`src/rtl/regfile_rename_pkg.sv`:
```
// Shared defaults and constants for the renamed architectural register file.
// Imported by the top module and by the per-port read mux.
package regfile_rename_pkg;

  localparam int unsigned XLEN_DEF    = 32;
  localparam int unsigned REG_NUM_DEF = 32;
  localparam int unsigned TAG_W_DEF   = 4;
  localparam int unsigned NUM_RD_DEF  = 2;

  // Index of the hardwired zero register
  localparam int unsigned ZERO_REG = 0;

  // Active levels for reset and the enable/flush strobes
  localparam logic RST_ON = 1'b1;
  localparam logic EN_ON  = 1'b1;

endpackage

```
`src/rtl/regfile_rd_port.sv`:
```
// One read port: selects zero (x0 or reset), a matching commit bypass, or the
// stored value with its busy bit and producing ROB tag.
module regfile_rd_port
  import regfile_rename_pkg::*;
#(
  parameter int unsigned XLEN   = XLEN_DEF,
  parameter int unsigned ADDR_W = 5,
  parameter int unsigned TAG_W  = TAG_W_DEF
) (
  input  logic              i_rst,
  input  logic [ADDR_W-1:0] i_addr,
  input  logic [XLEN-1:0]   i_reg_value,
  input  logic              i_reg_busy,
  input  logic [TAG_W-1:0]  i_reg_tag,
  input  logic              i_commit_en,
  input  logic [ADDR_W-1:0] i_commit_rd,
  input  logic [TAG_W-1:0]  i_commit_tag,
  input  logic [XLEN-1:0]   i_commit_value,
  output logic [XLEN-1:0]   o_value_c,
  output logic              o_busy_c,
  output logic [TAG_W-1:0]  o_tag_c
);

  logic w_is_zero;
  logic w_bypass;

  assign w_is_zero = (i_addr == ADDR_W'(ZERO_REG));
  // Bypass only when the committing entry is the one this register waits on
  assign w_bypass  = (i_commit_en == EN_ON) && (i_commit_rd == i_addr) &&
                     i_reg_busy && (i_reg_tag == i_commit_tag);

  always_comb begin
    o_value_c = i_reg_value;
    o_busy_c  = i_reg_busy;
    o_tag_c   = i_reg_tag;
    if ((i_rst == RST_ON) || w_is_zero) begin
      o_value_c = '0;
      o_busy_c  = 1'b0;
      o_tag_c   = '0;
    end else if (w_bypass) begin
      o_value_c = i_commit_value;
      o_busy_c  = 1'b0;
    end
  end

endmodule

```
`src/rtl/regfile_rename.sv`:
```
// Architectural integer register file with per-register rename status
// (busy bit + ROB tag), commit writeback and single-cycle flush.
module regfile_rename
  import regfile_rename_pkg::*;
#(
  parameter int unsigned XLEN    = XLEN_DEF,
  parameter int unsigned REG_NUM = REG_NUM_DEF,
  parameter int unsigned ADDR_W  = $clog2(REG_NUM),
  parameter int unsigned TAG_W   = TAG_W_DEF,
  parameter int unsigned NUM_RD  = NUM_RD_DEF
) (
  input  logic                     clk,
  input  logic                     rst,
  input  logic [NUM_RD*ADDR_W-1:0] rd_addr,
  output logic [NUM_RD*XLEN-1:0]   rd_value,
  output logic [NUM_RD-1:0]        rd_busy,
  output logic [NUM_RD*TAG_W-1:0]  rd_tag,
  input  logic                     issue_en,
  input  logic [ADDR_W-1:0]        issue_rd,
  input  logic [TAG_W-1:0]         issue_tag,
  input  logic                     commit_en,
  input  logic [ADDR_W-1:0]        commit_rd,
  input  logic [TAG_W-1:0]         commit_tag,
  input  logic [XLEN-1:0]          commit_value,
  input  logic                     flush,
  output logic [ADDR_W:0]          busy_count
);

  localparam int unsigned CNT_W = ADDR_W + 1;

  logic [XLEN-1:0]   r_regs [REG_NUM];
  logic [TAG_W-1:0]  r_tag  [REG_NUM];
  logic [REG_NUM-1:0] r_busy;
  logic [CNT_W-1:0]  r_busy_count;

  logic               w_issue_ok;
  logic               w_commit_ok;
  logic [REG_NUM-1:0] w_busy_next;
  logic [CNT_W-1:0]   w_busy_cnt;
  logic [ADDR_W-1:0]  w_addr [NUM_RD];

  assign w_issue_ok  = (issue_en == EN_ON) && (issue_rd != ADDR_W'(ZERO_REG)) &&
                       (flush != EN_ON);
  assign w_commit_ok = (commit_en == EN_ON) && (commit_rd != ADDR_W'(ZERO_REG));

  // Busy update order: commit clear, then issue set, then flush wipes all
  always_comb begin
    w_busy_next = r_busy;
    if (w_commit_ok && r_busy[commit_rd] && (r_tag[commit_rd] == commit_tag)) begin
      w_busy_next[commit_rd] = 1'b0;
    end
    if (w_issue_ok) begin
      w_busy_next[issue_rd] = 1'b1;
    end
    if (flush == EN_ON) begin
      w_busy_next = '0;
    end
    w_busy_next[ZERO_REG] = 1'b0;
  end

  always_comb begin
    w_busy_cnt = '0;
    for (int i = 0; i < int'(REG_NUM); i++) begin
      w_busy_cnt = w_busy_cnt + CNT_W'(w_busy_next[i]);
    end
  end

  always_ff @(posedge clk) begin
    if (rst == RST_ON) begin
      r_regs       <= '{default: '0};
      r_tag        <= '{default: '0};
      r_busy       <= '0;
      r_busy_count <= '0;
    end else begin
      if (w_commit_ok) begin
        r_regs[commit_rd] <= commit_value;
      end
      if (w_issue_ok) begin
        r_tag[issue_rd] <= issue_tag;
      end
      r_busy       <= w_busy_next;
      r_busy_count <= w_busy_cnt;
    end
  end

  assign busy_count = r_busy_count;

  for (genvar g = 0; g < int'(NUM_RD); g++) begin : g_rd
    assign w_addr[g] = rd_addr[g*ADDR_W +: ADDR_W];

    regfile_rd_port #(
      .XLEN   (XLEN),
      .ADDR_W (ADDR_W),
      .TAG_W  (TAG_W)
    ) u_rd_port (
      .i_rst          (rst),
      .i_addr         (w_addr[g]),
      .i_reg_value    (r_regs[w_addr[g]]),
      .i_reg_busy     (r_busy[w_addr[g]]),
      .i_reg_tag      (r_tag[w_addr[g]]),
      .i_commit_en    (commit_en),
      .i_commit_rd    (commit_rd),
      .i_commit_tag   (commit_tag),
      .i_commit_value (commit_value),
      .o_value_c      (rd_value[g*XLEN +: XLEN]),
      .o_busy_c       (rd_busy[g]),
      .o_tag_c        (rd_tag[g*TAG_W +: TAG_W])
    );
  end

endmodule

```
`config.mk`:
```
export PLATFORM = sky130hd
export DESIGN_NAME = regfile_rename
export DESIGN_NICKNAME = d
export VERILOG_FILES = /design/src/rtl/regfile_rename_pkg.sv /design/src/rtl/regfile_rd_port.sv /design/src/rtl/regfile_rename.sv
export SDC_FILE = /design/constraint.sdc
export NUM_CORES = 2
export LEC_CHECK = 0
export CAP_MARGIN = 20
export CORE_ASPECT_RATIO = 1.2
export CORE_MARGIN = 8
export CORE_UTILIZATION = 57
export DETAILED_ROUTE_END_ITERATION = 7
export PLACE_DENSITY = 0.77
export SLEW_MARGIN = 0
export SYNTH_ARGS = -nofsm -noshare
export SYNTH_HDL_FRONTEND = slang
export SYNTH_SLANG_ARGS = --single-unit
```
`constraint.sdc`:
```
create_clock -name clk -period 14.8 [get_ports clk]
set_input_delay 4.44 -clock clk [delete_from_list [all_inputs] [get_ports clk]]
set_output_delay 4.44 -clock clk [all_outputs]
set_load 0.01 [all_outputs]
```
==> reports/results.env <==
RUN_STATUS='finished with violations'
VIOLATIONS='DRC'
NUM_PORTS=145
FP.DIEAREA_SQ_UM=121700
WORST-R2R-CELL-COUNT=24
NUMBER_OF_GATES_RESIZED_AFTER_CTS=0
CRITICAL_PATH.REG2REG.ENDPOINT='busy_count[4]$_SDFF_PP0_'
FINAL.SETUP.TNS_NS=0
CTS_HOLD_BUF=0
DRT.ANTENNA.VIOLATING_NETS=0
SYNTH_NETS=6827
FINALCLOCKSKEW_NS=0.03993
CTS_INSERTED_BUFFERS=116
CLOCK_TREE.ROOT_CELL='sky130_fd_sc_hd__clkbuf_16'
SYNTH-SEQ-CELLS=1189
DETAILEDROUTE.FIRSTITERATIONVIOLATIONS=9023
RSZ0062_AT_GRT='false'
DIE_H_UM=380.6
OVERFLOW=0
CLKSLEWWORSTSETUPHOLDPATHS_NS=0.06
ENDPOINT_KIND='primary output'
NUMBER_OF_BUFFERS_INSERTED_BY_PORT_BUFFERING=144
FINAL_PERIOD_MINUS_WORST_SETUP_SLACK_NS=13.98
TRITONCTS_CLOCK_TREE='yes'
SYNTH_WARNINGS=0
WORST_HOLD_PATH_TYPE='register to register'
WORST_R2R_STARTPOINT='r_tag[87]$_SDFFE_PP0P_'
NETLIST-CELL-TYPE-COUNT=64
SETUP_VIOL=0
SYN_INST=6732
PEAKVDDDROP_uV=109.6
TRACK_USAGE_PCT=36.93
CLOCK_SINKS=1189
SYN_AREA_PER_CELL_SQ_UM=9.380
CORE-AREA_SQ_UM=109700
DETAIL_ROUTE.VIAS_PER_CELL=7.096
MIN_PERIOD_OVER_PERIOD_PCT=94.44
CELLLEAKAGEPOWER_nW=22.42
PATH_CLASS='input pin to primary output'
WORST_EP_REQUIRED_TIME_NS=10.36
POWER.DENSITY_CELL_AREA_nW_PER_UM2=101.3
FINAL-HOLD-VIOLATION-COUNT=0
DRV.MAX_CAP_VIOLATION_COUNT=0
DRT_WL_TOTAL_UM=232600
DETAILROUTE.VIA_COUNT=56460
HOLDCRITSTARTPOINT='r_regs[388]$_SDFFE_PP0P_'
TIGHTESTPINTRANSITION_NS=1.271
GPL.FINAL_WEIGHTED_CONGESTION=0.9470
WORST_HOLD_PATH.NUM_CELLS=2
NUMPLACEDINSTANCES=7731
MAX_SLEW_VIOLATION_COUNT=0
FIRST_PASS_ITERS=8
ANTENNA_VIOLATIONS_BEFORE_REPAIR=6
NETLIST_AREA_SQ_UM=63140
LAYOUT-DRIVE-GT1-SHARE_PCT=18.44
POSTSYNTH.ASYNCRESETSHARE_PCT=0
DIE_W_UM=319.8
NUMBER_OF_NETS_IN_THE_LAYOUT=6533
AVGROUTEDWIREPERCELL_UM=29.24
NUMBER_OF_GLOBAL_ROUTE_VIAS_BEFORE_REPAIR=55260
SYNTHFLOPTYPE='sky130_fd_sc_hd__dfxtp_1'
FINALNONFILLERCELLS=7957
DRT_DRC_VIOLATIONS_LEFT=1
HTREEDEPTH=3
PLACEMENT_ROWS=133
START_UTIL_PCT=57.58
SEQUENTIAL_TO_TOTAL_AREA_SHARE_FROM_YOSYS_STAT_PCT=37.70
CTS_POST_SETUP_BUFFERS_INSERTED=0
SYNTH_ENABLE_FLOP_CELLS=0
TOP_ACHIEVABLE_CLOCK_SPEED_MHz=71.55
GRT_FIRST_PASS_WIRELENGTH_UM=342700
CTS_MAX_PATH_BUFFERS=3
MAXIMUM_FANOUT_ENCOUNTERED_ON_THE_CRITICAL_TIMING_PATH=69
CP-START-KIND='input pin'
TOTAL_HALF_PERIMETER_WIRELENGTH_AFTER_LEGALIZATION_AND_DETAILED_PLACEMENT_UM=128900
MAX_SLEW_MARGIN_PCT=14.94
INSERTION_DELAY_NS=0.78
LAYOUT-AREA-OVERHEAD-VS-SYNTH_PCT=10.05
CRITPATHARRIVALTIME_NS=9.54
R2R_SLACK_NS=7.32
HOLD_END='r_regs[388]$_SDFFE_PP0P_'
GRT_MAX_DEGREE=217
[per-stage QoR]
stage	util, %	hold WS [ns]	total power [W]	worst slack [ns]	area (sq um)
finish	63.37	0.4656	0.007038	0.8229	69490
global route	63.36	0.4824	0.007178	0.8404	69480
CTS	63.24	0.4640	0.007009	0.9745	69350
detailed placement	59.49	0.4558	0.003852	0.9826	65240
global placement	59.39	0.4485	0.003844	1.037	65130
floorplan	-	0.4429	0.003678	3.106	63140
[cell type report]
cell class / count / area, sq um
clock inverter: 61 / 825.8
timing repair buffer: 305 / 2914
multi-input combinational: 4793 / 36750
antenna: 6 / 15.01
fill: 8427 / 40170
inverter: 33 / 128.9
tap: 1417 / 1773
clock buffer: 153 / 3283
sequential: 1189 / 23800
[worst max-delay path by stage]
stage                from      endpoint  slack, ns  cells past startpoint
2_1_floorplan  rd_addr[1]  rd_value[10]       3.11                     11
3_3_place_gp   rd_addr[7]  rd_value[47]       1.04                     12
3_5_place_dp   rd_addr[7]  rd_value[47]       0.98                     12
4_1_cts        rd_addr[7]  rd_value[47]       0.97                     12
5_1_grt        rd_addr[7]  rd_value[57]       0.84                     12
6_report       rd_addr[7]  rd_value[47]       0.82                     10
[critical path, cell delays in order]
cell,delay [ns]
sky130_fd_sc_hd__buf_6,0.69
sky130_fd_sc_hd__buf_4,0.77
sky130_fd_sc_hd__xor2_1,0.16
sky130_fd_sc_hd__or4_1,0.58
sky130_fd_sc_hd__or4_2,0.69
sky130_fd_sc_hd__buf_4,0.35
sky130_fd_sc_hd__or2_2,0.55
sky130_fd_sc_hd__buf_4,0.34
sky130_fd_sc_hd__a21oi_1,0.21
sky130_fd_sc_hd__clkdlybuf4s50_1,0.58
[synthesized netlist by cell type, drive strengths merged (32+ instances only)]
cell type / count / area share [%]
a211oi: 57 / 0.68
a21oi: 1089 / 8.6
a22oi: 32 / 0.39
buf: 155 / 1.2
clkbuf: 562 / 3.3
dfxtp: 1189 / 38
mux2i: 182 / 2.9
mux4: 744 / 27
nand2: 2121 / 13
nand3: 38 / 0.30
nor2: 210 / 1.2
nor2b: 49 / 0.49
o31ai: 35 / 0.42
[sequential cells by signal, indices dropped and copies added (netlist names)]
register and flops:
r_busy 31, r_tag 128, busy_count 6, r_regs 1024
[kinds of logic after synthesis]
logic type,count (synthesis),synth area share (%)
simple gates,2519,15.69
compound gates,1288,11.18
flops,1189,37.70
mux,932,29.53
buf+inv,750,4.700
fa+ha+maj,30,0.8679
xor+xnor,24,0.3329
[metal layers]
layer,track usage (%),part of all wire [%]
met1,43.37,31
met2,55.40,44
met3,11.98,15
met4,29.62,9.9
met5,0,0.018
[power by group]
| part | internal (W) | switching (W) | total, W | leakage, nW |
|---|---|---|---|---|
| clock | 0.00187 | 0.00136 | 0.00323 | 2.02 |
| sequential | 0.00322 | 0.0000165 | 0.00324 | 9.58 |
| combinational | 0.000183 | 0.000384 | 0.000567 | 10.8 |
[layout by cell type (no fill, tap or decap), drive strengths merged, types with 7 or more instances in the layout]
master         Yosys  routed
fa                23      23
o31ai             35      35
clkinv             2      28
nor3              25      25
mux4             744     744
xnor2             12      12
a22oi             32      32
mux2i            182     182
bufinv             0      18
and4               8       8
nand4              9       9
and3              11      11
nor2             210     210
nor2b             49      49
a21oi           1089    1089
nand3             38      38
nand2b             7       7
buf              155     170
a311o             21      21
xor2              12      12
a211oi            57      57
inv               31      41
nand2           2121    2121
clkbuf           562     154
clkinvlp           0       7
ha                 7       7
clkdlybuf4s50      0     134
dfxtp           1189    1189
and2               7       7
a311oi            22      22
(Power assumes the default switching activity.)
